## src/rtl/horner_frame_loader.sv

```systemverilog
// horner_frame_loader: ping-pong input frame loader for the 32-channel Horner evaluator.
// Samples arrive over valid/ready and fill one bank while the sequencer
// reads the other bank by channel index. Each completed frame launches
// with a one-cycle srdyi pulse; back-to-back launches follow srdyo.
module horner_frame_loader #(
  parameter int DATA_W = 32,
  parameter int NUM_CH = 32
) (
  input  logic              clk,
  input  logic              GlobalReset,
  input  logic [DATA_W-1:0] din,
  input  logic              din_valid,
  output logic              din_ready,
  output logic              srdyi,
  input  logic              srdyo,
  input  logic [4:0]        channel_select,
  output logic [DATA_W-1:0] sample_out,
  output logic              busy,
  output logic [15:0]       frame_cnt
);

  // State encoding is exactly {fill_full, busy}, so the flags fall out of the state bits.
  typedef enum logic [1:0] {
    FILL_IDLE = 2'b00,
    FILL_BUSY = 2'b01,
    LAUNCH    = 2'b10,
    HOLD      = 2'b11
  } state_t;

  localparam logic [4:0] LAST_IDX = 5'(NUM_CH - 1);

  state_t            r_state;
  state_t            w_state_next;
  logic [4:0]        r_wr_cnt;
  logic              r_srdyi;
  logic              r_fill_sel;
  logic [15:0]       r_frame_cnt;
  logic [DATA_W-1:0] r_bank0 [NUM_CH];
  logic [DATA_W-1:0] r_bank1 [NUM_CH];

  logic              w_fill_full;
  logic              w_busy;
  logic              w_accept;
  logic              w_last;
  logic              w_launch;
  logic [NUM_CH-1:0] w_we0;
  logic [NUM_CH-1:0] w_we1;

  assign w_fill_full = r_state[1];
  assign w_busy      = r_state[0];
  // Ready depends on registered state only, never on din_valid.
  assign w_accept    = din_valid && !w_fill_full;
  assign w_last      = (r_wr_cnt == LAST_IDX);

  // Per-entry write enables: only the fill bank is ever written.
  for (genvar gi = 0; gi < NUM_CH; gi++) begin : g_we
    assign w_we0[gi] = w_accept && !r_fill_sel && (r_wr_cnt == 5'(gi));
    assign w_we1[gi] = w_accept &&  r_fill_sel && (r_wr_cnt == 5'(gi));
  end

  // State register for the fill/compute handshake FSM.
  always_ff @(posedge clk or negedge GlobalReset) begin
    if (!GlobalReset) begin
      r_state <= FILL_IDLE;
    end else begin
      r_state <= w_state_next;
    end
  end

  // Next-state and launch decode; srdyo while idle is ignored, and srdyo
  // together with the 32nd accept goes through LAUNCH on the following edge.
  always_comb begin
    w_state_next = r_state;
    w_launch     = 1'b0;
    case (r_state)
      FILL_IDLE: begin
        if (w_accept && w_last) w_state_next = LAUNCH;
      end
      FILL_BUSY: begin
        if (w_accept && w_last) w_state_next = srdyo ? LAUNCH : HOLD;
        else if (srdyo)         w_state_next = FILL_IDLE;
      end
      HOLD: begin
        if (srdyo) begin
          w_launch     = 1'b1;
          w_state_next = FILL_BUSY;
        end
      end
      LAUNCH: begin
        w_launch     = 1'b1;
        w_state_next = FILL_BUSY;
      end
      default: w_state_next = FILL_IDLE;
    endcase
  end

  // Write pointer, bank select, launch pulse and frame counter.
  always_ff @(posedge clk or negedge GlobalReset) begin
    if (!GlobalReset) begin
      r_wr_cnt    <= '0;
      r_srdyi     <= 1'b0;
      r_fill_sel  <= 1'b0;
      r_frame_cnt <= '0;
    end else begin
      r_srdyi <= w_launch;
      if (w_accept) begin
        r_wr_cnt <= w_last ? 5'd0 : r_wr_cnt + 5'd1;
      end
      if (w_launch) begin
        r_fill_sel  <= !r_fill_sel;
        r_frame_cnt <= r_frame_cnt + 16'd1;
      end
    end
  end

  // Bank storage; cleared on reset so the compute bank reads zero before the first launch.
  always_ff @(posedge clk or negedge GlobalReset) begin
    if (!GlobalReset) begin
      for (int i = 0; i < NUM_CH; i++) begin
        r_bank0[i] <= '0;
        r_bank1[i] <= '0;
      end
    end else begin
      for (int i = 0; i < NUM_CH; i++) begin
        if (w_we0[i]) r_bank0[i] <= din;
        if (w_we1[i]) r_bank1[i] <= din;
      end
    end
  end

  assign din_ready  = !w_fill_full;
  assign srdyi      = r_srdyi;
  assign busy       = w_busy;
  assign frame_cnt  = r_frame_cnt;
  // Compute bank is the one not being filled.
  assign sample_out = r_fill_sel ? r_bank0[channel_select] : r_bank1[channel_select];

endmodule

```

## config.mk

```make
export PLATFORM = sky130hd
export DESIGN_NAME = horner_frame_loader
export DESIGN_NICKNAME = d
export VERILOG_FILES = /design/src/rtl/horner_frame_loader.sv
export SDC_FILE = /design/constraint.sdc
export NUM_CORES = 2
export LEC_CHECK = 0
export BUFFER_PORTS_ARGS = -buffer_cell sky130_fd_sc_hd__buf_2
export CELL_PAD_IN_SITES_DETAIL_PLACEMENT = 0
export CELL_PAD_IN_SITES_GLOBAL_PLACEMENT = 1
export CORE_ASPECT_RATIO = 1.4
export CORE_MARGIN = 5
export CORE_UTILIZATION = 45
export CTS_CLUSTER_SIZE = 12
export DETAILED_ROUTE_END_ITERATION = 10
export PLACE_DENSITY_LB_ADDON = 0.2
export SETUP_SLACK_MARGIN = 0.02
export SLEW_MARGIN = 40
export SYNTH_ARGS = -nofsm -noshare
export SYNTH_HDL_FRONTEND = slang
export SYNTH_SLANG_ARGS = --single-unit
```

## constraint.sdc

```tcl
create_clock -name clk -period 2.51 [get_ports clk]
set_clock_uncertainty 0.05 [all_clocks]
set_input_delay 0.502 -clock clk [delete_from_list [all_inputs] [get_ports clk]]
set_output_delay 0.502 -clock clk [all_outputs]
set_load 0.1 [all_outputs]
```

; ---- After elaboration in Yosys (flattened, before gate mapping)
; Index checks and enable logic that the tools add are counted.
[op_classes]
addsub = 2
magnitude_cmp = 1
n_eq_ne = 37
muxes = 16
bitwise_logic = 1
reduce_logical = 73
[op_table]
columns = op, n
row1 = $bmux W32 S5, 2
row2 = $mux W32, 5
row3 = $eq A5 B5 Y1 const B, 16
row4 = $logic_and A1 B1 Y1, 68
row5 = $eq A5 B4 Y1 const B, 8
row6 = $eq A5 B3 Y1 const B, 4
row7 = $add A16 B1 Y16 const B, 1
row8 = $eq A5 B2 Y1 const B, 2
row9 = $mux W2, 4
row10 = $pmux W2 S4, 1
row11 = $ge A6 B6 Y1 const B, 1
row12 = $not A5 Y6, 1
row13 = $add A5 B1 Y5 const B, 1
row14 = $eq A5 B1 Y1 const B, 1
row15 = $logic_not A5 Y1, 1
row16 = $mux W5, 1
row17 = $eq A2 B2 Y1 const B, 2
row18 = $ne A2 B2 Y1 const B, 2
row19 = $ne A3 B3 Y1 const B, 1
row20 = $reduce_and A3 Y1, 1
row21 = $eq A2 B1 Y1 const B, 1
row22 = $logic_not A1 Y1, 2
row23 = $logic_not A2 Y1, 1
row24 = $mux W1, 2
row25 = $pmux W1 S2, 1
[word_totals]
register_bits = 2073
output_inout_bits = 51
word_cells = 199

; ---- Longest topological paths before layout
[depth]
ltp_word = 5
mapped_depth = 8

; ---- Least setup slack after synthesis
; Ideal clock, no wire load.
[synth_path]
path_type = input -> output
start = input port channel_select[0]
end = output port sample_out[10]
t_arrival_ps = 3929
required_time_ps = 1958
setup_slack_ps = -1971
stages = 7
path_cell_list = buf_6 > buf_6 > buf_6 > buf_6 > mux4_2 > a22oi_1 > a311oi_1
[synth_between]
elab_chain_len = 5
word_cells_on_any_way = 8
classes_between = mux (7) / bitwise (1)
[synth_rtl]
columns = element, line_no
row1 = start: declaration, 16  ; input logic [4:0] channel_select,
row2 = $not A5 Y6 (implied by the code) (*), 136  ; assign sample_out = r_fill_sel ? r_bank0[channel_select] : r_bank1[channel_select];
row3 = $bmux W32 S5, 136
row4 = $mux W32 (implied by the code) (2 in a row), 136
row5 = $mux W32 (*), 136
row6 = end: declaration, 17  ; output logic [DATA_W-1:0] sample_out,
; Every way passes the cells marked *; elsewhere a longest branch is shown, timed or not. The select of a mux whose other input is x is not followed.

; ---- Worst setup path in the final report
[layout_path]
start = input port channel_select[0]
end = output port sample_out[11]
; Same word-level chain as after synthesis.

==> run_results.csv <==
group,metric,value,unit
outcome,outcome,"finished, violations left",
outcome,violations,"setup timing",
synthesis,synth_cells,5864,
timing,tightest_slew,0.902,ns
synthesis,synth_edf_count,0,
clocking,cts_max_path_buffers,4,
timing,rsz0062_at_grt,"true",
detailed_routing,mean_routed_wirelength_per_cell,31.8,um
detailed_routing,wirelength,292000,um
pwr,p_leak,53.2,nW
global_route,number_of_global_route_vias_before_repair,60100,
synthesis,ys.warnings.count,0,
synthesis,syn_area,93600,um^2
global_route,grt_pass1_wl,421000,um
setup_path,timing.critical_path.to_type,"output pin",
global_route,number_of_antenna_violations_at_the_first_check_in_global_routing,6,
clocking,clk_transition_reported_paths,0.06,ns
detailed_routing,drtIter0Drc,3603,
layout,drive_above_1_share,59.7,%
detailed_routing,route.detailed.drc,0,
min_path,hold_path.class,"input pin to flop",
setup_path,worst-setup-path-type,"input pin to output pin",
synthesis,syn_nets,5912,
detailed_routing,vias,55700,
pwr,combinationalPowerShare,28.0,%
timing,finalSetupViolCount,873,
clocking,clk_root_buffer_cell,"clkbuf_16",
floorplan,core,207000,um^2
floorplan,die-area,217000,um^2
timing,hold_slack,0.0751,ns
timing,final_hold_viol_count,0,
floorplan,rows,198,
placement,io_buffer_count,91,
run,max_cap_violations,0,
pwr,p_int,75.8,mW
pwr,ir_worst_vdd,0.00121,V
pwr,pwr-share-clk,28.5,%
clocking,cts_tree,"done",
floorplan,die_x,396,um
global_route,gr-usage-all-layers,26.2,%
floorplan,pin_count,92,
pwr,power.density,933,nW/um^2
timing,layout_worst_path_cycle_share,139,%
synthesis,synthDominantAreaCellType,"dfrtp_1",
clocking,insertion_delay_to_the_later_sink_of_the_worst_skew_pair,0.86,ns
synthesis,ys_seq_elements,2073,
synthesis,ys_dominant_reg_cell,"dfrtp_1",
global_route,grt_remaining_overflow,0,
layout,nFillCells,16400,
timing,finalMaxSlewViolations,0,
detailed_routing,number_of_search_and_repair_iterations_in_the_first_detailed_routing_pass,7,
timing,fmax,0.286,GHz
synthesis,synth-seq-area-share,55.4,%
synthesis,synth.top_cells.by_area,"dfrtp_1 55%, mux2_2 23%, mux4_2 12%",
detailed_routing,antenna_left,0,
detailed_routing,drt-vias-per-instance,6.06,
setup_path,cp.required,1.96,ns
floorplan,initial_standard_cell_utilization_of_the_core,45.2,%
timing,period_needed,3.49,ns
synthesis,yosysMostFrequentCell,"dfrtp_1",
synthesis,number_of_different_library_cells_in_the_post_synthesis_netlist,46,
timing,postLayoutSetupSlackWorst,-0.982,ns
synthesis,synthTopCellsByCount,"2073 x dfrtp_1, 1925 x mux2_2, 514 x mux4_2",
setup_path,worst_ep_arrival_time,2.94,ns
placement,dp_hpwl,183000,um
layout,final_util,55.1,%
layout,area_growth,22.1,%
layout,finalNetCount,6419,
clocking,numCtsBuffers,215,
timing,worst_slew_margin_rel,39.8,%
synthesis,synthesis.area_per_instance,16.0,um^2
global_route,largest_net_degree_at_the_start_of_global_routing,113,
pwr,p_seq_share,43.5,%
synthesis,asyncSetResetFlopFracSynth,100,%
synthesis,synth_top_area_share,55.4,%
setup_path,critical_path.startpoint_type,"input pin",
placement,routability_cong,0.806,
clocking,clock_tree.htree_level_count,4,
clocking,clock-sinks,2073,
floorplan,fp.dieH,550,um
setup_path,crit_path_max_fanout,13,
pwr,power.switching_fraction,28.9,%
pwr,power.switching,30.8,mW
-- worst paths after layout --
path / from / endpoint / slack (ns) / cells after the start
max in group asynchronous: GlobalReset / r_bank1[90]$_DFFE_PN0P_ / 1.20 / 3
min in group asynchronous: GlobalReset / r_bank0[963]$_DFFE_PN0P_ / 0.16 / 2
min: din[29] / r_bank1[253]$_DFFE_PN0P_ / 0.08 / 2
max reg2reg: r_fill_sel$_DFFE_PN0P_ / r_bank0[867]$_DFFE_PN0P_ / -0.35 / 14
max: channel_select[0] / sample_out[11] / -0.98 / 10
min reg2reg: frame_cnt[15]$_DFFE_PN0P_ / frame_cnt[15]$_DFFE_PN0P_ / 0.42 / 1
-- sequential cells by signal, summed over array words and instances, names as in the netlist --
register    count
r_bank0      1024
r_bank1      1024
frame_cnt      16
r_wr_cnt        5
r_state         2
r_fill_sel      1
srdyi           1
-- per-layer routing --
layer | up-vias | global-route usage (%) | routed length, um
li1 | 22900 | - | -
met1 | 30900 | 34.6 | 122000
met2 | 1416 | 44.7 | 144000
met3 | 487 | 3.43 | 12700
met4 | 2 | 9.68 | 13000
met5 | - | 0 | 12
-- worst max-delay path, stage by stage --
cell     delay, ns
buf_16        0.14
buf_16        0.21
buf_4         0.17
buf_12        0.13
buf_16        0.15
mux4_2        0.34
o22ai_1       0.14
nor4_1        0.63
o22a_4        0.27
buf_12        0.17
-- logic make-up after synthesis --
logic type | after synthesis | share of synthesized area (%)
AOI/OAI and AO/OA | 278 | 2.00
xor gates and xnor gates | 16 | 0.150
adders and majority gates | 7 | 0.0935
buffers and inverters | 610 | 3.27
DFF | 2073 | 55.4
muxes | 2614 | 37.6
and+or+nand+nor | 266 | 1.53
-- layout make-up --
cell class	instances	area [um^2]	share of cell area, %
multi-input cells	3181	41200	36.0
well taps	2700	3380	2.96
repair buffers	891	11400	9.97
inverters	9	33.8	0.0296
flip-flops and latches	2073	51900	45.4
clock buffers	308	6200	5.43
clock inverters	27	241	0.211
diodes	2	5.00	0.00438
-- power by group through the flow --
stage / Clock (mW) / Sequential (mW) / Combinational [mW]
4_1_cts: 31.0 / 46.1 / 28.8
2_1_floorplan: 0 / 45.1 / 17.8
5_1_grt: 32.3 / 47.2 / 31.4
6_report: 30.4 / 46.3 / 29.9
3_3_place_gp: 0 / 46.1 / 26.3
3_5_place_dp: 0 / 46.7 / 26.8
-- what timing repair did --
item,CTS,global route
endpoints found under the setup margin,659,818
hold buffers,5,0
hold endpoints to repair,385,0
gates cloned,19,29
setup buffers,47,23
pin swaps,45,20
gates resized for setup,287,299
-- cells in the final DEF, fill, tap and decap left out, drive strengths merged, types with 8 or more instances in the layout --
cell type  synthesis  final
inv                8      9
nand3             24     24
mux4             514    514
mux2i             47     47
o22ai            133    133
clkbuf           245    332
a22oi             15     15
clkinv             1     22
nor4              28     28
mux2            2053   2053
and2               9      9
buf              356    862
o221ai            35     35
nand2             81     81
a31oi              8      8
a21oi             35     35
xnor2             12     12
o21ai             13     13
o22a              25     25
nor2              69     69
dfrtp           2073   2073
nor3              21     21
-- stage by stage --
step	setup slack, ns	area (um^2)	power (mW)	setup TNS [ns]	cells
after floorplan	-0.487	94200	63.0	-5.27	5864
after global placement	-1.29	103000	72.4	-33.75	8739
after detailed placement	-1.25	103000	73.5	-32.74	8739
after CTS	-1.04	112000	106	-116.82	9139
after global routing	-1.04	114000	111	-220.08	9191
final	-0.982	114000	107	-191.75	9191
Power figures use the tool's default switching activity.
